## src/rtl/left_shift_unit.sv

```systemverilog
// Iterative dynamic left shifter (dshl) with valid/ready on both sides.
// Optional macro LEFT_SHIFT_STEP4_EN lets the shift advance 4 bits per cycle when possible.
module left_shift_unit #(
  parameter int WIDTH   = 16,
  parameter int SHAMT_W = 4
) (
  input  logic                                clock,
  input  logic                                reset,
  input  logic                                in_valid,
  output logic                                in_ready,
  input  logic [WIDTH-1:0]                    in_data,
  input  logic [SHAMT_W-1:0]                  in_shamt,
  input  logic                                in_signed,
  output logic                                out_valid,
  input  logic                                out_ready,
  output logic [WIDTH+(2**SHAMT_W)-2:0]       out_data,
  output logic                                busy
);

  localparam int OUT_W = WIDTH + (2**SHAMT_W) - 1;

  localparam logic [1:0] S_IDLE  = 2'd0;
  localparam logic [1:0] S_SHIFT = 2'd1;
  localparam logic [1:0] S_DONE  = 2'd2;

  logic [1:0]         r_state;
  logic [OUT_W-1:0]   r_acc;
  logic [SHAMT_W-1:0] r_cnt;

  logic [OUT_W-1:0]   w_acc_next;
  logic [SHAMT_W-1:0] w_cnt_next;
  logic               w_accept;

  function automatic logic [OUT_W-1:0] extend_operand(input logic [WIDTH-1:0] d,
                                                      input logic             sg);
    logic [OUT_W-1:0] r;
    r = {{(OUT_W-WIDTH){sg & d[WIDTH-1]}}, d};
    return r;
  endfunction

  assign in_ready  = (r_state == S_IDLE);
  assign out_valid = (r_state == S_DONE);
  assign busy      = (r_state != S_IDLE);
  assign out_data  = r_acc;
  assign w_accept  = in_valid && in_ready;

`ifdef LEFT_SHIFT_STEP4_EN
  logic w_big_step;
  assign w_big_step = (int'(r_cnt) >= 4);
  assign w_acc_next = w_big_step ? (r_acc << 4) : (r_acc << 1);
  assign w_cnt_next = r_cnt - (w_big_step ? SHAMT_W'(4) : SHAMT_W'(1));
`else
  assign w_acc_next = r_acc << 1;
  assign w_cnt_next = r_cnt - SHAMT_W'(1);
`endif

  // Operands are captured only on the accept edge; later input changes are ignored.
  always_ff @(posedge clock) begin
    if (!reset) begin
      r_state <= S_IDLE;
      r_acc   <= '0;
      r_cnt   <= '0;
    end else begin
      case (r_state)
        S_IDLE: begin
          if (w_accept) begin
            r_acc   <= extend_operand(in_data, in_signed);
            r_cnt   <= in_shamt;
            r_state <= (in_shamt != '0) ? S_SHIFT : S_DONE;
          end
        end
        S_SHIFT: begin
          r_acc <= w_acc_next;
          r_cnt <= w_cnt_next;
          if (w_cnt_next == '0) r_state <= S_DONE;
        end
        S_DONE: begin
          if (out_ready) r_state <= S_IDLE;
        end
        default: r_state <= S_IDLE;
      endcase
    end
  end

endmodule

```

## config.mk

```make
export PLATFORM = sky130hd
export DESIGN_NAME = left_shift_unit
export DESIGN_NICKNAME = d
export VERILOG_FILES = /design/src/rtl/left_shift_unit.sv
export SDC_FILE = /design/constraint.sdc
export NUM_CORES = 1
export LEC_CHECK = 0
export CORE_AREA = 3 3 59 102
export DETAILED_ROUTE_END_ITERATION = 10
export DIE_AREA = 0 0 62 105
export PLACE_DENSITY_LB_ADDON = 0.12
export SYNTH_ARGS = -nofsm -noshare
export SYNTH_HDL_FRONTEND = slang
export SYNTH_SLANG_ARGS = --single-unit
```

## constraint.sdc

```tcl
create_clock -name clock -period 1.7 [get_ports clock]
set_clock_uncertainty 0.2 [all_clocks]
set_input_delay 0.425 -clock clock [delete_from_list [all_inputs] [get_ports clock]]
set_output_delay 0.425 -clock clock [all_outputs]
set_load 0.01 [all_outputs]
```

* Word-level counts from Yosys, hierarchy flattened
Cells that the tools add are included.
Cells by class: add/subtract/negate cells 1, equality and inequality tests 5, bitwise operators 1, muxes and demuxes 9, reductions and logical operators 8
Operators with widths (number):
- case mux 31 bit (2 select lines) | 1
- two-way mux 31 bit | 1
- two-way mux 2 bit | 4
- case mux 4 bit (2 select lines) | 1
- case mux 2 bit (3 select lines) | 1
- logical NOT 4 bit | 1
- two-way mux 4 bit | 1
- != test 2 x 1 -> 1 bit, second input constant | 2
- nonzero test 2 bit | 2
- nonzero test 4 bit | 1
- subtractor 4 x 1 -> 4 bit, second input constant | 1
- AND reduction 3 bit | 1
- == test 2 x 1 -> 1 bit, second input constant | 1
- == test 2 bit, second input constant | 1
- logical NOT 2 bit | 1
- != test 2 bit, second input constant | 1
- AND reduction 2 bit | 1
- AND 1 bit | 1
- logical AND 1 bit | 1
Word-level totals: register bits 37, input bits 25, output and inout port bits 34

* Depth between registers and ports, before layout
Gate-level depths: netlist (run 1).
word-level depth 4, depth in mapped cells 6, gate-level depth less buffers 5

* Worst setup path before layout (run 1)
Ideal clock, no wire load.
path kind register -> register, start point register r_cnt[0], end point register r_state[1], slack 0.155 ns, data required time 1.399 ns, path buffers 0, period minus slack after synthesis 1.545 ns, setup time 0.101 ns, data arrival time 1.244 ns, cell stages (with the launch flop) 6, cells stage by stage dfxtp_1 > inv_1 > ha_1 > xnor2_1 > a41oi_2 > o41ai_1
On the way: cells in the longest elaborated chain, start to end 4
Ends and longest elaborated chain:
- start: declaration | RTL line 28 | logic [SHAMT_W-1:0] r_cnt;
- start signal: assignment | RTL line 68 | r_cnt <= in_shamt;
- start signal: assignment | RTL line 74 | r_cnt <= w_cnt_next;
- subtractor 4 x 1 -> 4 bit | RTL line 54 | assign w_cnt_next = r_cnt - SHAMT_W'(1);
- logical NOT 4 bit | RTL line 75 | if (w_cnt_next == '0) r_state <= S_DONE;
- != test 2 bit (no line)
- AND reduction 3 bit (no line)
- end signal: assignment | RTL line 69 | r_state <= (in_shamt != '0) ? S_SHIFT : S_DONE;
- end: declaration | RTL line 26 | logic [1:0] r_state;
Every way passes these cells. A chain may end at the register's enable or synchronous reset.

* Final worst setup path (run 1)
start point register r_state[0], end point output port in_ready
On the way: cells in the longest elaborated chain, start to end 1
Ends and longest elaborated chain:
- logical NOT 2 bit | RTL line 41 | assign in_ready = (r_state == S_IDLE);
- end: declaration | RTL line 10 | output logic in_ready,
Every way passes these cells.

==> flow_summary.ini, run 1 <==
[final_layout]
layout-drive-gt1-share_pct = 16.7
fillCellCount = 505
nNetsFinal = 303
syn_to_final_growth_pct = 48.9
fin_util_pct = 50.7
diodes = 0
fin_area_um2 = 2690

[timing]
setup_violations = 0
rsz0062_at_grt = no
slew_headroom_pct = 83.2
setup_slack_ns = 0.0465
fin_tns_setup_ns = 0
tightest_slew_ns = 0.250
slew_violations = 0
hold_viol = 0
fin_crit_sh_pct = 97.3
max_freq_mhz = 605
fin_crit_ns = 1.65

[setup_path]
crit_path_max_fanout = 3
cp.arrival_ns = 1.03
path_class = reg2out
reg2reg_slack_ns = 0.08
cp-end-kind = output pin
startpoint_type = flip-flop
required_ns = 1.07

[min_path]
min_path_type = reg2reg

[die]
die_w_um = 62
ios = 59
fp.dieH_um = 105
rows = 35
core-area_um2 = 5300
die_area_um2 = 6510
initial_core_util_pct = 34.1

[synth]
synth.most_common_cell = dfxtp_1
ys.flop_type = dfxtp_1
synth.area.top_cells = dfxtp_1, mux2i_1, a22o_1, a211oi_1, a21oi_1
yosys.cell_types.count = 35
avgSynthCellArea_um2 = 8.85
synth_adder_area_share_pct = 1.39
synth_top_family_by_area = compound AO/OA/AOI/OAI gates
synth.yosys.warnings = 0
synthesis.area_um2 = 1810
synthArstFlopShare_pct = 0
synth_seq_cells = 37
synth_top_area_share_pct = 41.0
synth_common_cells = dfxtp_1, a21oi_1, inv_1
yosys.area_share.simple_pct = 8.32
synth_compound_area_share_pct = 29.7
synth_xor_area_share_pct = 0.485
synth_edf_count = 0
synth_mux_area_share_pct = 8.94
synthCells = 204
syn_nets = 231
ys_seq_area_share_pct = 41.0
yosysTopAreaCell = dfxtp_1

[global_routing]
overflow = 0
grt_pass1_vias = 1674
grt_start_max_net_pins = 31
antenna_found_initial = 0
grt_pass1_wl_um = 7710
grt.total_usage_pct = 15.4

[route]
firstDrtPassIters = 4
vias = 1715
drc = 0
wl_um = 4660
drt_iter0_drc = 55
postRouteAntennaNets = 0
viasPerCell = 4.90
wl_per_cell_um = 13.3

[clocking]
root_buffer = clkbuf_8
cts_sinks = 37
cts_buffers = 5
htreeDepth = 2
clk_pin_slew_ns = 0.07
cts_buffer_depth = 2
insertion_delay_ns = 0.28
cts_tree = done

[placed_design]
dp_worst_setup_slack_ns = -0.238
gp_congestion = 0.819
hpwl_um = 3430
portBuffers = 58
postPlaceCellArea_um2 = 2600

[run_status]
outcome = complete, no violations

[power]
p_leak_nw = 1.26
power_density_nw_per_um2 = 1070
irDropWorstVdd_mv = 0.624

[job]
maxCapViolCount = 0
## kinds of logic (layout without fill, tap and decap cells)
group / after synthesis / count (layout)
compound gates: 78 / 78
xor+xnor: 1 / 1
fa+ha+maj: 2 / 2
buf+inv: 39 / 111
flops: 37 / 37
mux: 16 / 16
simple gates: 31 / 31
## critical path, cell delays in order, from the launching register on
cell and delay [ns]:
dfxtp_2 0.33, or2_4 0.25, inv_1 0.05, buf_2 0.12
## sequential cells by signal, summed over array words and instances, names as in the netlist
register  count
r_cnt         4
out_data     31
r_state       2
## through the flow
step | power, mW | hold WS (ns) | std cells
finish | 2.88 | 0.299 | 350
global route | 3.10 | 0.336 | 350
CTS | 2.91 | 0.307 | 349
detailed placement | 2.36 | 0.298 | 342
global placement | 2.36 | 0.302 | 342
floorplan | 1.81 | 0.304 | 204
## path summary, 6_finish.rpt
check                            from                        to  cells past startpoint
max           r_state[0]$_SDFFE_PN0P_                  in_ready                      3
min          out_data[0]$_SDFFE_PN0P_  out_data[0]$_SDFFE_PN0P_                      2
max reg2reg     r_cnt[3]$_SDFFE_PN0P_   r_state[0]$_SDFFE_PN0P_                      3
min reg2reg  out_data[0]$_SDFFE_PN0P_  out_data[0]$_SDFFE_PN0P_                      2
## final cells by class
| cell class | count | area, µm² | area share, % |
|---|---|---|---|
| clock buffer | 7 | 86.3 | 3.21 |
| inverter | 21 | 78.8 | 2.93 |
| multi-input combinational | 128 | 917 | 34.1 |
| sequential | 37 | 744 | 27.7 |
| tap | 74 | 92.6 | 3.45 |
| timing repair buffer | 83 | 768 | 28.6 |
## routing by layer
metal | vias to the layer above | wire length, µm | global-route usage [%]
li1 | 882 | - | -
met1 | 783 | 1940 | 18.0
met2 | 44 | 2430 | 25.7
met3 | 6 | 224 | 4.33
met4 | 0 | 65 | 5.16
met5 | - | 0 | 0
## power breakdown
group / total, mW / switching, mW / internal [mW]
Clock: 0.610 / 0.288 / 0.321
Sequential: 1.14 / 0.115 / 1.03
Combinational: 1.13 / 0.534 / 0.598
## layout by cell type (no fill, tap or decap), drive strengths merged, types with 3 or more instances in the layout
master,n
a21oi,20
dlygate4sd2,31
a22o,16
a211oi,16
o21ai,17
clkdlybuf4s50,24
nor2,18
inv,20
clkbuf,7
dfxtp,37
nand2,3
mux2i,15
buf,28
## timing repair
item                       in CTS  in global routing
buffers inserted                0                  1
setup endpoints to repair      35                 11
hold buffers                    0                  0
gates resized for setup        46                  8
pin swaps                       0                  1
(Power assumes the default switching activity.)
==> run 2, diff against run 1 <==
==> constraint.sdc (replaced) <==
create_clock -name clock -period 1.7 [get_ports clock]
set_clock_uncertainty 0.2 [all_clocks]
set_input_delay 0.34 -clock clock [delete_from_list [all_inputs] [get_ports clock]]
set_output_delay 0.34 -clock clock [all_outputs]
set_load 0.01 [all_outputs]
==> run 2 against run 1 <==
Net effect: via count up 0.41%; final cell count down 0.86%; count of clock-buffer cells in the layout unchanged; fmax up 0.89%; sequential cell count unchanged; clock power up 9.3%; total power up 3.0%; combinational power about the same; critical endpoint is now busy.
==> flow_summary.ini, run 2 (synthesis results as in run 1) <==
[die]
fp.dieH_um = 105
die_area_um2 = 6510
rows = 35
core-area_um2 = 5300
die_w_um = 62
initial_core_util_pct = 34.1
ios = 59

[placed_design]
portBuffers = 58
hpwl_um = 3450
gp_congestion = 0.807
postPlaceCellArea_um2 = 2540

[timing]
max_freq_mhz = 610
fin_crit_ns = 1.64
slew_violations = 0
fin_crit_sh_pct = 96.4
hold_viol = 0
tightest_slew_ns = 0.347
slew_headroom_pct = 76.6
setup_violations = 0

[route]
viasPerCell = 4.96
wl_um = 5020
firstDrtPassIters = 4
vias = 1722
drc = 0
drt_iter0_drc = 52
postRouteAntennaNets = 0
wl_per_cell_um = 14.5

[clocking]
cts_buffers = 5
cts_buffer_depth = 2
root_buffer = clkbuf_8
cts_tree = done
htreeDepth = 2
hold_buffers = 0
clk_pin_slew_ns = 0.07
cts_sinks = 37
insertion_delay_ns = 0.28

[global_routing]
grt_pass1_vias = 1665
grt.total_usage_pct = 15.2
grt_pass1_wl_um = 7700
grt_start_max_net_pins = 33
antenna_found_initial = 0
overflow = 0

[setup_path]
required_ns = 1.16
cp-end-kind = output pin
rr_startpoint = r_cnt[3]$_SDFFE_PN0P_
cp.arrival_ns = 1.10
crit_path_max_fanout = 3
startpoint_type = flip-flop
reg2reg_to = r_state[0]$_SDFFE_PN0P_
critPathLaunch = r_state[1]$_SDFFE_PN0P_
crit_path_end = busy
rr_worst_depth = 3
path_class = reg2out
reg2reg_slack_ns = 0.09

[final_layout]
nNetsFinal = 299
register_area_um2 = 748
fin_util_pct = 50.7
syn_to_final_growth_pct = 48.8
diodes = 0
layout-drive-gt1-share_pct = 16.8
final_cell_mix = dfxtp_1, dlygate4sd2_1, clkdlybuf4s50_1, inv_1, a21oi_1
fillCellCount = 515
fin_area_um2 = 2690
largest_register_ffs = 31
layout_commonest_cell = dfxtp_1
multi_input_area_um2 = 928

[power]
p_leak_nw = 1.25
power_density_nw_per_um2 = 1110
irDropWorstVdd_mv = 0.551
total_power_mw = 2.97

[min_path]
min_path_type = reg2reg

[job]
maxCapViolCount = 0

[run_status]
outcome = complete, no violations
-- run 2: layout make-up --
class	instances	share of cell area (%)
multi-input cells	128	34.6
flip-flops and latches	37	27.9
repair buffers	79	27.4
clock buffers	7	3.59
well taps	74	3.45
inverters	21	2.93
clock inverters	1	0.186
-- run 2: timing repair --
item / CTS / global route
buffers inserted: 0 / 1
cloned: 0 / 1
hold endpoints to repair: 0 / 0
setup endpoints to repair: 35 / 24
pin swaps: 0 / 1
gates resized for setup: 42 / 15
-- run 2: power by group --
part | switching, mW | leakage (nW) | internal (mW)
logic | 0.556 | 0.889 | 0.599
clock network | 0.301 | 0.0542 | 0.366
registers | 0.120 | 0.309 | 1.03
-- run 2: critical path: stages (launching register included) --
cell             delay [ns]
dfxtp_2                0.33
or2_4                  0.26
clkdlybuf4s15_2        0.22
-- run 2: routing by layer --
layer	vias to the layer above	global-route usage (%)	routed length, µm
met5	-	0	0
met4	0	4.10	59
met3	6	3.58	233
met2	39	26.6	2650
met1	813	17.4	2080
li1	864	-	-
-- run 2: how the worst min path moves through the flow --
stage                                         from                        to  slack, ns  cells after the start
final                     out_data[0]$_SDFFE_PN0P_  out_data[0]$_SDFFE_PN0P_       0.30                      2
after CTS                 out_data[0]$_SDFFE_PN0P_  out_data[0]$_SDFFE_PN0P_       0.31                      2
after detailed placement  out_data[0]$_SDFFE_PN0P_  out_data[0]$_SDFFE_PN0P_       0.30                      2
after global routing      out_data[8]$_SDFFE_PN0P_  out_data[8]$_SDFFE_PN0P_       0.34                      2
after floorplan              r_cnt[1]$_SDFFE_PN0P_     r_cnt[1]$_SDFFE_PN0P_       0.30                      2
after global placement    out_data[0]$_SDFFE_PN0P_  out_data[0]$_SDFFE_PN0P_       0.30                      2
-- run 2: through the flow --
step           hold slack [ns]  worst slack, ns  std cells  TNS [ns]
3_3_place_gp             0.301          -0.0951        337     -2.44
4_1_cts                  0.306         0.000103        345         0
5_1_grt                  0.340          -0.0322        347   -0.0322
3_5_place_dp             0.297           -0.125        337     -3.05
6_report                 0.300           0.0610        347         0
2_1_floorplan            0.304            0.155        204         0
==> run 3, diff against run 2 <==
ABC_CLOCK_PERIOD_IN_PS = 1700   (was unset)
==> results of run 3 <==
The final DEF is identical to that of run 2; final timing and power are the same.
